**src/rtl/conv_window_reader.sv**
```systemverilog
`default_nettype none
// ============================================================================
// conv_window_reader: walks every KxK valid-convolution window of the image
// in raster order, fetching one pixel per handshake from four byte-lane RAMs.
// Revision: 1.0
// ============================================================================
module conv_window_reader #(
   parameter int IMG_W  = 28,
   parameter int IMG_H  = 28,
   parameter int K      = 3,
   parameter int ADDR_W = 14
) (
   input  logic              clk,
   input  logic              reset,
   input  logic              start,
   output logic              busy,
   output logic              done,
   output logic [ADDR_W-1:0] ram_addr,
   input  logic [7:0]        rd_q0,
   input  logic [7:0]        rd_q1,
   input  logic [7:0]        rd_q2,
   input  logic [7:0]        rd_q3,
   output logic [7:0]        pix_data,
   output logic              pix_valid,
   input  logic              pix_ready,
   output logic              pix_first,
   output logic              pix_last,
   output logic [4:0]        win_row,
   output logic [4:0]        win_col
);

   localparam int P_RAW = $clog2(IMG_W * IMG_H);
   localparam int P_W   = (P_RAW < 10) ? 10 : P_RAW;
   localparam int KW    = (K > 1) ? $clog2(K) : 1;

   localparam logic [KW-1:0] C_K_MAX   = KW'(K - 1);
   localparam logic [4:0]    C_COL_MAX = 5'(IMG_W - K);
   localparam logic [4:0]    C_ROW_MAX = 5'(IMG_H - K);

   typedef enum logic [2:0] {
      S_IDLE  = 3'd0,
      S_ADDR  = 3'd1,
      S_WAIT  = 3'd2,
      S_VALID = 3'd3,
      S_DONE  = 3'd4
   } state_t;

   state_t            state_q, state_d;
   logic [KW-1:0]     kc_q, kc_d, kr_q, kr_d;
   logic [4:0]        wc_q, wc_d, wr_q, wr_d;
   logic [1:0]        lane_q, lane_d;
   logic [ADDR_W-1:0] addr_q, addr_d;
   logic [7:0]        data_q, data_d;
   logic              first_q, first_d, last_q, last_d;
   logic [4:0]        row_q, row_d, col_q, col_d;

   logic [KW-1:0]     kc_nx, kr_nx;
   logic [4:0]        wc_nx, wr_nx;
   logic              end_of_pass;
   logic [P_W-1:0]    p_nx;
   logic [7:0]        lane_data;

   // Counters after one step of the kc -> kr -> win_col -> win_row odometer.
   always_comb begin
      kc_nx = kc_q;
      kr_nx = kr_q;
      wc_nx = wc_q;
      wr_nx = wr_q;
      if (kc_q != C_K_MAX) begin
         kc_nx = kc_q + 1'b1;
      end else begin
         kc_nx = '0;
         if (kr_q != C_K_MAX) begin
            kr_nx = kr_q + 1'b1;
         end else begin
            kr_nx = '0;
            if (wc_q != C_COL_MAX) begin
               wc_nx = wc_q + 1'b1;
            end else begin
               wc_nx = '0;
               wr_nx = wr_q + 1'b1;
            end
         end
      end
   end

   assign end_of_pass = (kc_q == C_K_MAX) && (kr_q == C_K_MAX) &&
                        (wc_q == C_COL_MAX) && (wr_q == C_ROW_MAX);

   assign p_nx = (P_W'(wr_nx) + P_W'(kr_nx)) * P_W'(IMG_W) + P_W'(wc_nx) + P_W'(kc_nx);

   always_comb begin
      case (lane_q)
         2'd0:    lane_data = rd_q0;
         2'd1:    lane_data = rd_q1;
         2'd2:    lane_data = rd_q2;
         default: lane_data = rd_q3;
      endcase
   end

   always_comb begin
      state_d = state_q;
      kc_d    = kc_q;
      kr_d    = kr_q;
      wc_d    = wc_q;
      wr_d    = wr_q;
      lane_d  = lane_q;
      addr_d  = addr_q;
      data_d  = data_q;
      first_d = first_q;
      last_d  = last_q;
      row_d   = row_q;
      col_d   = col_q;
      case (state_q)
         S_IDLE: begin
            if (start) begin
               state_d = S_ADDR;
               kc_d    = '0;
               kr_d    = '0;
               wc_d    = '0;
               wr_d    = '0;
               addr_d  = '0;
               lane_d  = '0;
            end
         end
         S_ADDR: state_d = S_WAIT;
         S_WAIT: begin
            state_d = S_VALID;
            data_d  = lane_data;
            first_d = (kr_q == '0) && (kc_q == '0);
            last_d  = (kr_q == C_K_MAX) && (kc_q == C_K_MAX);
            row_d   = wr_q;
            col_d   = wc_q;
         end
         S_VALID: begin
            if (pix_ready) begin
               if (end_of_pass) begin
                  state_d = S_DONE;
               end else begin
                  state_d = S_ADDR;
                  kc_d    = kc_nx;
                  kr_d    = kr_nx;
                  wc_d    = wc_nx;
                  wr_d    = wr_nx;
                  addr_d  = ADDR_W'(p_nx[P_W-1:2]);
                  lane_d  = p_nx[1:0];
               end
            end
         end
         S_DONE:  state_d = S_IDLE;
         default: state_d = S_IDLE;
      endcase
   end

   always_ff @(posedge clk or negedge reset) begin
      if (!reset) begin
         state_q <= S_IDLE;
         kc_q    <= '0;
         kr_q    <= '0;
         wc_q    <= '0;
         wr_q    <= '0;
         lane_q  <= '0;
         addr_q  <= '0;
         data_q  <= '0;
         first_q <= 1'b0;
         last_q  <= 1'b0;
         row_q   <= '0;
         col_q   <= '0;
      end else begin
         state_q <= state_d;
         kc_q    <= kc_d;
         kr_q    <= kr_d;
         wc_q    <= wc_d;
         wr_q    <= wr_d;
         lane_q  <= lane_d;
         addr_q  <= addr_d;
         data_q  <= data_d;
         first_q <= first_d;
         last_q  <= last_d;
         row_q   <= row_d;
         col_q   <= col_d;
      end
   end

   assign busy      = (state_q != S_IDLE);
   assign done      = (state_q == S_DONE);
   assign pix_valid = (state_q == S_VALID);
   assign ram_addr  = addr_q;
   assign pix_data  = data_q;
   assign pix_first = first_q;
   assign pix_last  = last_q;
   assign win_row   = row_q;
   assign win_col   = col_q;

endmodule

`default_nettype wire

```
**config.mk**
```make
export PLATFORM = sky130hd
export DESIGN_NAME = conv_window_reader
export DESIGN_NICKNAME = d
export VERILOG_FILES = /design/src/rtl/conv_window_reader.sv
export SDC_FILE = /design/constraint.sdc
export NUM_CORES = 1
export LEC_CHECK = 0
export BUFFER_PORTS_ARGS = -buffer_cell sky130_fd_sc_hd__buf_2
export CAP_MARGIN = 20
export CORE_ASPECT_RATIO = 1.75
export CORE_MARGIN = 10
export CORE_UTILIZATION = 54
export CTS_CLUSTER_DIAMETER = 50
export DETAILED_ROUTE_END_ITERATION = 7
export HOLD_SLACK_MARGIN = 0.08
export PLACE_DENSITY_LB_ADDON = 0.25
export SYNTH_ARGS = -nofsm -noshare
export SYNTH_HDL_FRONTEND = slang
export SYNTH_SLANG_ARGS = --single-unit
```
**constraint.sdc**
```tcl
create_clock -name clk -period 6.15 [get_ports clk]
set_input_delay 1.23 -clock clk [delete_from_list [all_inputs] [get_ports clk]]
set_output_delay 1.23 -clock clk [all_outputs]
set_load 0.005 [all_outputs]
```
# Word-level counts from Yosys, hierarchy flattened
# Index checks and enable logic that the tools add are counted.
totals:
  reg_bits: 53
  output_inout_bits: 37
classes:
  add_sub_neg: 7
  n_mul: 1
  eq_ne: 16
  n_mux: 35
  n_reduce_logical: 12
op_table:
  columns: ["op", "count"]
  rows:
  - ["$mux W5", 11]
  - ["$mux W14", 3]
  - ["$pmux W14 S2", 1]
  - ["$pmux W8 S3", 1]
  - ["$mux W2", 10]
  - ["$pmux W5 S2", 2]
  - ["$pmux W2 S2", 3]
  - ["$pmux W3 S4", 1]
  - ["$add A10 B2 Y10", 1]
  - ["$add A10 B5 Y10", 1]
  - ["$add A5 B1 Y5 const B", 2]
  - ["$eq A5 B5 Y1 const B", 2]
  - ["$mux W3", 3]
  - ["$mul A6 B3 Y8 const B", 1]
  - ["$ne A2 B2 Y1 const B", 4]
  - ["$add A5 B2 Y6", 1]
  - ["$eq A2 B2 Y1 const B", 3]
  - ["$eq A3 B2 Y1 const B", 2]
  - ["$logic_not A2 Y1", 3]
  - ["$ne A5 B5 Y1 const B", 1]
  - ["$add A2 B1 Y2 const B", 2]
  - ["$logic_and A1 B1 Y1", 4]
  - ["$reduce_and A4 Y1", 1]
  - ["$eq A3 B1 Y1 const B", 1]
  - ["7 further kinds", 7]

# Logic depth before layout (Yosys ltp)
# Gate-level depths: netlist (run 1).
logic_depth:
  ltp_word: 11
  ltp_mapped: 22

# Worst setup path before layout (run 1)
# Ideal clock, no wire load.
synth_path:
  path_type: "register -> register"
  startpoint: "register wc_q[0]"
  endpoint: "register addr_q[7], in the netlist ram_addr[7]"
  arrival_ns: 4.345
  required_ns: 6.029
  setup_slack_ns: 1.684
  path_stages_with_launch: 20
  path_buffers: 1
  synth_period_minus_slack_ns: 4.466
  path_cell_list: "dfrtp_1 ha_1 and4b_1 buf_6 nand2_8 xnor2_1 ha_1 inv_1 fa_1 xnor2_1 xnor2_1 fa_1 ha_1 fa_1 a21o_1 a21oi_1 xnor2_1 nand4bb_1 xnor2_1 a22o_1"
synth_via:
  elab_chain_cells: 11
synth_lines:
  columns: ["element", "line_no", "source"]
  rows:
  - ["from (decl)", "50", "logic [4:0] wc_q, wc_d, wr_q, wr_d;"]
  - ["from (signal assigned)", "173", "wc_q <= wc_d;"]
  - ["$ne A5 B5 Y1", "77", "if (wc_q != C_COL_MAX) begin"]
  - ["$mux W5", "77", null]
  - ["$mux W5", "73", "if (kr_q != C_K_MAX) begin"]
  - ["$mux W5", "69", "if (kc_q != C_K_MAX) begin"]
  - ["$add A5 B2 Y6", "90", "assign p_nx = (P_W'(wr_nx) + P_W'(kr_nx)) * P_W'(IMG_W) + P_W'(wc_nx) + P_W'(kc_nx);"]
  - ["$mul A6 B3 Y8", "90", null]
  - ["$add A10 B5 Y10", "90", null]
  - ["$add A10 B2 Y10", "90", null]
  - ["$mux W14", "137", "if (end_of_pass) begin"]
  - ["$mux W14", "136", "if (pix_ready) begin"]
  - ["$pmux W14 S2", "114", "case (state_q)"]
  - ["to (signal assigned)", "176", "addr_q <= addr_d;"]
  - ["to (decl)", "52", "logic [ADDR_W-1:0] addr_q, addr_d;"]
# Several ways; a longest one is shown, not always the timed one. The select of a mux whose other input is x is not followed.
# A chain may end at the register's enable or synchronous reset.

# Worst setup path after layout (run 1)
layout_path:
  startpoint: "register wc_q[1]"
  endpoint: "register addr_q[7], in the netlist ram_addr[7]"
# The elaborated chain is that of the path after synthesis.

==> results of run 1 <==
-- tightest hold or removal path, cell delays in order (launching register included) --
cell and delay, ns:
dfrtp_1 0.34, nand2_1 0.04, o21ai_0 0.06
-- registers in the layout, indices dropped and copies added (netlist names) --
signal,cells
win_row,5
win_col,5
pix_last,1
wc_q,5
state_q,3
kc_q,2
lane_q,2
ram_addr,8
kr_q,2
wr_q,5
pix_data,8
pix_first,1
-- per-layer routing --
layer	vias up	track usage (%)
met4	0	5.28
met2	61	27.0
met1	1123	15.3
met5	-	0
li1	1124	-
met3	8	3.56
-- metrics by stage --
stage	util (%)	setup slack [ns]
floorplan	-	1.68
global placement	61.8	1.37
detailed placement	61.8	1.23
CTS	63.8	1.19
global route	64.2	0.874
finish	64.2	1.23
-- worst min path at each step --
stage	slack [ns]	from	endpoint	depth (start not counted)
floorplan	0.47	ram_addr[1]	ram_addr[1]	2
global placement	0.46	ram_addr[2]	ram_addr[2]	2
detailed placement	0.46	ram_addr[3]	ram_addr[3]	2
CTS	0.48	ram_addr[3]	ram_addr[3]	2
global route	0.50	ram_addr[3]	ram_addr[3]	2
finish	0.48	ram_addr[3]	ram_addr[3]	2
-- logic make-up after synthesis --
group,Yosys count
buffers and inverters,32
DFF,47
other,1
muxes,31
adders and majority gates,25
AOI/OAI and AO/OA,59
and+or+nand+nor,66
xor gates and xnor gates,22
-- cell usage after synthesis, types with 4 or more instances --
| library cell | n | area share [%] |
|---|---|---|
| dfrtp_1 | 47 | 38 |
| nand2_1 | 22 | 2.7 |
| ha_1 | 21 | 8.5 |
| mux2_2 | 20 | 7.3 |
| xnor2_1 | 15 | 4.2 |
| inv_1 | 14 | 1.7 |
| o21ai_0 | 14 | 2.3 |
| nor2_1 | 11 | 1.3 |
| a21oi_1 | 10 | 1.6 |
| a22o_1 | 10 | 2.8 |
| a21o_1 | 8 | 1.9 |
| mux4_2 | 8 | 5.8 |
| buf_4 | 7 | 1.7 |
| nand3_1 | 6 | 0.97 |
| clkbuf_1 | 5 | 0.61 |
| xor2_1 | 5 | 1.4 |
| a211oi_1 | 4 | 0.97 |
| buf_2 | 4 | 0.65 |
| fa_1 | 4 | 2.6 |
| nand2b_1 | 4 | 0.81 |
| nor3_1 | 4 | 0.65 |
| nor3b_1 | 4 | 0.97 |
-- final cells by class --
type / count / area (µm²) / share of cell area (%)
clock inverter: 3 / 43.8 / 1.22
timing repair buffer: 68 / 358 / 9.98
multi-input combinational: 209 / 1790 / 49.9
tap: 76 / 95.1 / 2.65
inverter: 14 / 52.6 / 1.47
clock buffer: 5 / 68.8 / 1.92
sequential: 47 / 1180 / 32.8
-- report_power, final --
| group | switching (mW) | internal (mW) | leakage, nW |
|---|---|---|---|
| sequential | 0.0664 | 0.380 | 0.620 |
| clock | 0.105 | 0.121 | 0.0581 |
| combinational | 0.267 | 0.257 | 1.13 |
| total | 0.439 | 0.758 | 1.81 |
==> out/results.ini, run 1 <==
[synthesis]
synth_warnings = 0
synthFlopType = dfrtp_1
syn_avg_cell_area_um2 = 11.0
synth_top_family_by_area = multiplexers
yosys.area_share.adder_pct = 11.1
ys_seq_area_share_pct = 37.9
synthSimpleGateAreaFrac_pct = 12.1
ys_ff_latch = 47
syn_area_um2 = 3100
synth_xor_area_share_pct = 6.70
synthArstFlopShare_pct = 100
synthCells = 283
synth_edf_count = 0
synth_compound_area_share_pct = 12.9
synthMuxAreaShare_pct = 14.0
yosysUniqueCellTypes = 49

[cells_and_area]
syn2layout_area_growth_pct = 15.6
insertedDiodeCount = 0
post-route-cell-area_um2 = 3580
instances_no_fill = 422
fill_cells = 492
drive_above_1_share_pct = 32.7
layout.cells.most_common = buf_2
nets = 406
final_cell_mix = buf_2, dfrtp_1, nand2_1, ha_1, mux2_2

[setup_path]
end_kind = flop
crit_buf_inv = 2
worstSetupPathType = reg2reg
worstPathArrival_ns = 5.11
r2r_cells = 19
critPathSlowestCell = fa_1
crit-reg2reg-launch = wc_q[1]
critPathTopFamily = adder cells
cp_max_fo = 8
cp.depth = 19
max_stage_delay_ns = 0.51
setup.worst_path.end = ram_addr[7]
timing.rr.end = ram_addr[7]
startpoint_type = flop
path_cells = inv_1 -> ha_1 -> and4b_1 -> nand2_8 -> xnor2_1 -> ha_1 -> inv_1 -> fa_1 -> xnor2_1 -> xnor2_1 -> fa_1 -> ha_1 -> fa_1 -> a21o_1 -> a21oi_1 -> xnor2_1 -> nand4bb_1 -> xnor2_1 -> a22o_1
startpoint = wc_q[1]
reg2reg_setup_slack_ns = 1.23
path_common_cell = xnor2_1
crit_required_ns = 6.34

[timing]
setup_tns_ns = 0
hold_viol = 0
setup_viol = 0
period_share_pct = 80.0
holdWs_ns = 0.476
drv_slew = 0
timing.fmax_ghz = 0.203
skew_ns = 0.00965
slew_headroom_pct = 42.2
period_minus_slack_ns = 4.92
grt_setup_unrepaired = false
worstMarginPinSlew_ns = 0.866

[drt]
routed-via-count = 2316
drt_wl_total_mm = 6.85
met1_length_mm = 2.75
ant_nets = 0
drc_errors = 0
drtIter0Drc = 133
viasPerCell = 5.49
dr.pass1.iters = 4
wire_per_inst_um = 16.2
top_layer_used = met4
wl_met3_um = 317
wl_met2_mm = 3.65

[die]
die_w_um = 77.3
dieArea_um2 = 9290
core_region_area_um2 = 5590
die_height_um = 120
row_count = 36
io_pins = 73
start_util_pct = 55.5

[placement]
dpl_cell_area_um2 = 3450
place_congestion = 0.811
io_buffers = 66
placed_cells = 413
dp_hpwl_mm = 5.47

[grt]
grt_pass1_wl_mm = 11.3
grt_pass1_vias = 2388
antenna_found_initial = 0
grt_util_all_layers_pct = 14.5
grt_overflow = 0
grt_max_degree = 48

[cts]
cts.sinks = 47
cts-resized-gates = 0
post_cts_buffers = 0
cts_root_buffer = clkbuf_8
numCtsBuffers = 5
h-tree-depth = 2
clk_pin_slew_ns = 0.09
clkLatencyLatePin_ns = 0.30
cts_tree = done
ctsHoldBuffers = 0
cts_max_path_buffers = 2

[run_status]
outcome = completed

[worst_hold_path]
hp-class = reg2reg

[power_and_ir_drop]
power_mw = 1.20
p_leak_nw = 1.81
peakVddDrop_mv = 0.137
powerDensity_nw_per_um2 = 334

[job]
cap_violations = 0

No activity file was read; power rests on OpenSTA's default activity.
==> run 2, diff against run 1 <==
- ABC_AREA: not set -> 1
- CORE_UTILIZATION: 54 -> 49
- clock period: 6.15 -> 4.16 ns (I/O delays scaled with it)
==> run 2 against run 1 <==
  * Clock power up 76%
  * First-iteration DRC count up 6.0%
  * Flip-flop and latch count unchanged
  * Cell count up 37%
  * Largest cell class unchanged
  * Largest power group unchanged
  * Highest routed layer unchanged
==> out/results.ini, run 2 <==
[cells_and_area]
post-route-cell-area_um2 = 3800  ; +5.9%
final_cell_mix = nand2_1, buf_2, dfrtp_1, inv_1, nand3_1
nets = 558  ; +37%
postLayoutCoreUtil_pct = 58.9  ; -5.2 points
fill_cells = 624  ; +27%
instances_no_fill = 579  ; +37%
insertedDiodeCount = 0  ; unchanged
syn2layout_area_growth_pct = 18.0
layout.cells.most_common = nand2_1
drive_above_1_share_pct = 23.1  ; -9.5 points

[power_and_ir_drop]
power.internal_mw = 1.46  ; +92%
p_seq_share_pct = 27.2  ; -10 points
peakVddDrop_mv = 0.451  ; +230%
p_switching_mw = 1.31  ; +200%
powerDensity_nw_per_um2 = 730  ; +120%
p_clk_share_pct = 14.4  ; -4.5 points
p_leak_nw = 2.12  ; +17%
swShare_pct = 47.4  ; +11 points
comb_power_share_pct = 58.4  ; +15 points

[setup_path]
startpoint_type = flop
worstPathArrival_ns = 4.09  ; -1.02 ns
crit_required_ns = 4.33  ; -2.01 ns
end_kind = flop
cp_max_fo = 6  ; -2
worstSetupPathType = reg2reg

[die]
die_w_um = 81.3  ; +5.1%
die_height_um = 127  ; +5.8%
core_region_area_um2 = 6440  ; +15%
io_pins = 73  ; unchanged
start_util_pct = 49.9  ; -5.6 points
dieArea_um2 = 10300  ; +11%
row_count = 39  ; +8.3%

[run_status]
outcome = completed

[grt]
grt_util_all_layers_pct = 15.6  ; +1.1 points
grt_pass1_wl_mm = 13.0  ; +15%
antenna_found_initial = 0  ; unchanged
grt_overflow = 0  ; unchanged
grt_pass1_vias = 2888  ; +21%
grt_max_degree = 48  ; unchanged

[cts]
clk_pin_slew_ns = 0.06  ; -0.03 ns
cts_max_path_buffers = 2  ; unchanged
numCtsBuffers = 5  ; unchanged
cts.sinks = 47  ; unchanged
cts_tree = done
cts_root_buffer = clkbuf_16
h-tree-depth = 2  ; unchanged
clkLatencyLatePin_ns = 0.29  ; about the same
ctsHoldBuffers = 0  ; unchanged

[synthesis]
synthFlopType = dfrtp_1
syn_area_um2 = 3220  ; +3.7%
ys_seq_area_share_pct = 36.6  ; -1.4 points
synth_area_leaders = dfrtp_1, nand2_1, ha_1, inv_1, nand3_1
syn_avg_cell_area_um2 = 7.50  ; -32%
yosysTopAreaCell = dfrtp_1
synth_edf_count = 0  ; unchanged
netlist_top_cells_count = nand2_1, inv_1, dfrtp_1
netlist.area_leader.share_pct = 36.6  ; -1.4 points
synth_warnings = 0  ; unchanged
synth.most_common_cell = nand2_1
synthArstFlopShare_pct = 100  ; unchanged
synthCells = 429  ; +52%
ys_ff_latch = 47  ; unchanged
yosysUniqueCellTypes = 38  ; -22%

[drt]
viasPerCell = 5.20  ; -5.3%
ant_nets = 0  ; unchanged
routed-via-count = 3008  ; +30%
drc_errors = 0  ; unchanged
drt_wl_total_mm = 8.11  ; +18%
drtIter0Drc = 141  ; +6.0%
wire_per_inst_um = 14.0  ; -14%
dr.pass1.iters = 4  ; unchanged

[job]
cap_violations = 0  ; unchanged

[placement]
place_congestion = 0.990  ; +22%
dp_slack_ns = 0.0298  ; -1.20 ns
placed_cells = 569  ; +38%
io_buffers = 66  ; unchanged
dp_hpwl_mm = 6.46  ; +18%
dpl_cell_area_um2 = 3570  ; +3.4%

[timing]
hold_viol = 0  ; unchanged
worstMarginPinSlew_ns = 0.962  ; +0.0957 ns
slew_headroom_pct = 35.8  ; -6.4 points
period_share_pct = 94.1  ; +14 points
timing.fmax_ghz = 0.255  ; +26%
drv_slew = 0  ; unchanged
period_minus_slack_ns = 3.92  ; -1.00 ns
setup_viol = 0  ; unchanged
skew_ns = 0.00705  ; -0.00260 ns
setup_ws_ns = 0.244  ; -0.985 ns
setup_tns_ns = 0  ; unchanged

[worst_hold_path]
hp-class = in2async

[run 2: cell count changes after synthesis, sizes merged, moves of 10 or more]
cell,change
xnor2,-15
nor2,+16
a22o,-10
nand3,+23
nand2,+115
o21ai,+26
inv,+41
mux2,-20
[run 2: logic make-up after synthesis]
family	count (synthesis)	synth area share, %
adder cells (fa/ha/maj)	25	10.7
buffers and inverters	71	10.3
XOR/XNOR	5	1.36
AO/OA/AOI/OAI	70	12.6
flip-flops	47	36.6
AND/OR/NAND/NOR	210	28.4
other	1	0.117
[run 2: worst paths after layout]
kind / endpoint / slack, ns / start / depth (start not counted)
worst max-delay path: ram_addr[7] / 0.24 / wc_q[1] / 22
worst min-delay path: win_row[0] / 0.41 / reset / 1
worst max register to register: ram_addr[7] / 0.24 / wc_q[1] / 22
worst min register to register: ram_addr[6] / 0.47 / ram_addr[6] / 2
max in group asynchronous: state_q[0] / 3.26 / reset / 2
min in group clk: ram_addr[6] / 0.47 / ram_addr[6] / 2
[run 2: worst max-delay path: stages, from the launching register on]
cell     delay (ns)
dfrtp_1        0.41
inv_2          0.09
ha_1           0.15
nand2_1        0.08
nor2_4         0.12
nand2_4        0.09
xor2_2         0.17
ha_2           0.21
inv_1          0.05
fa_2           0.53
inv_1          0.08
fa_1           0.55
ha_2           0.28
ha_4           0.29
nand2_1        0.07
nor2_1         0.12
nor2_1         0.05
nand2_1        0.09
nand2_2        0.07
nor2_2         0.12
nand2_1        0.06
nand2_1        0.06
o21ai_0        0.06
[run 2: what timing repair did]
action	4_1_cts	5_1_grt
resized for setup	0	15
endpoints found under the setup margin	0	5
setup buffers	0	2
[run 2: final cells by class]
| class | count | area (µm²) | area share (%) |
|---|---|---|---|
| clock buffers | 6 | 139 | 3.66 |
| repair buffers | 71 | 380 | 10.0 |
| clock inverters | 1 | 5.00 | 0.132 |
| well taps | 82 | 103 | 2.70 |
| multi-input cells | 316 | 1780 | 46.8 |
| inverters | 56 | 218 | 5.74 |
| flip-flops and latches | 47 | 1180 | 31.0 |
[run 2: routing by layer]
layer  part of all wire [%]  track usage [%]  vias up
met4                    3.0             7.37        0
li1                       -                -     1521
met2                     54             28.7       76
met5                      0                0        -
met1                     38             16.1     1397
met3                    5.5             3.09       14
[run 2: per-stage QoR]
stage,hold slack (ns),total power [mW]
floorplan,0.464,1.93
global placement,0.453,2.26
detailed placement,0.462,2.30
CTS,0.479,2.71
global route,0.416,3.06
finish,0.410,2.77
[run 2: power groups by stage]
| stage | registers (mW) | clock network (mW) | logic, mW |
|---|---|---|---|
| 2_1_floorplan | 0.733 | 0 | 1.20 |
| 3_3_place_gp | 0.750 | 0 | 1.51 |
| 3_5_place_dp | 0.755 | 0 | 1.54 |
| 4_1_cts | 0.750 | 0.404 | 1.55 |
| 5_1_grt | 0.777 | 0.425 | 1.86 |
| 6_report | 0.753 | 0.398 | 1.62 |
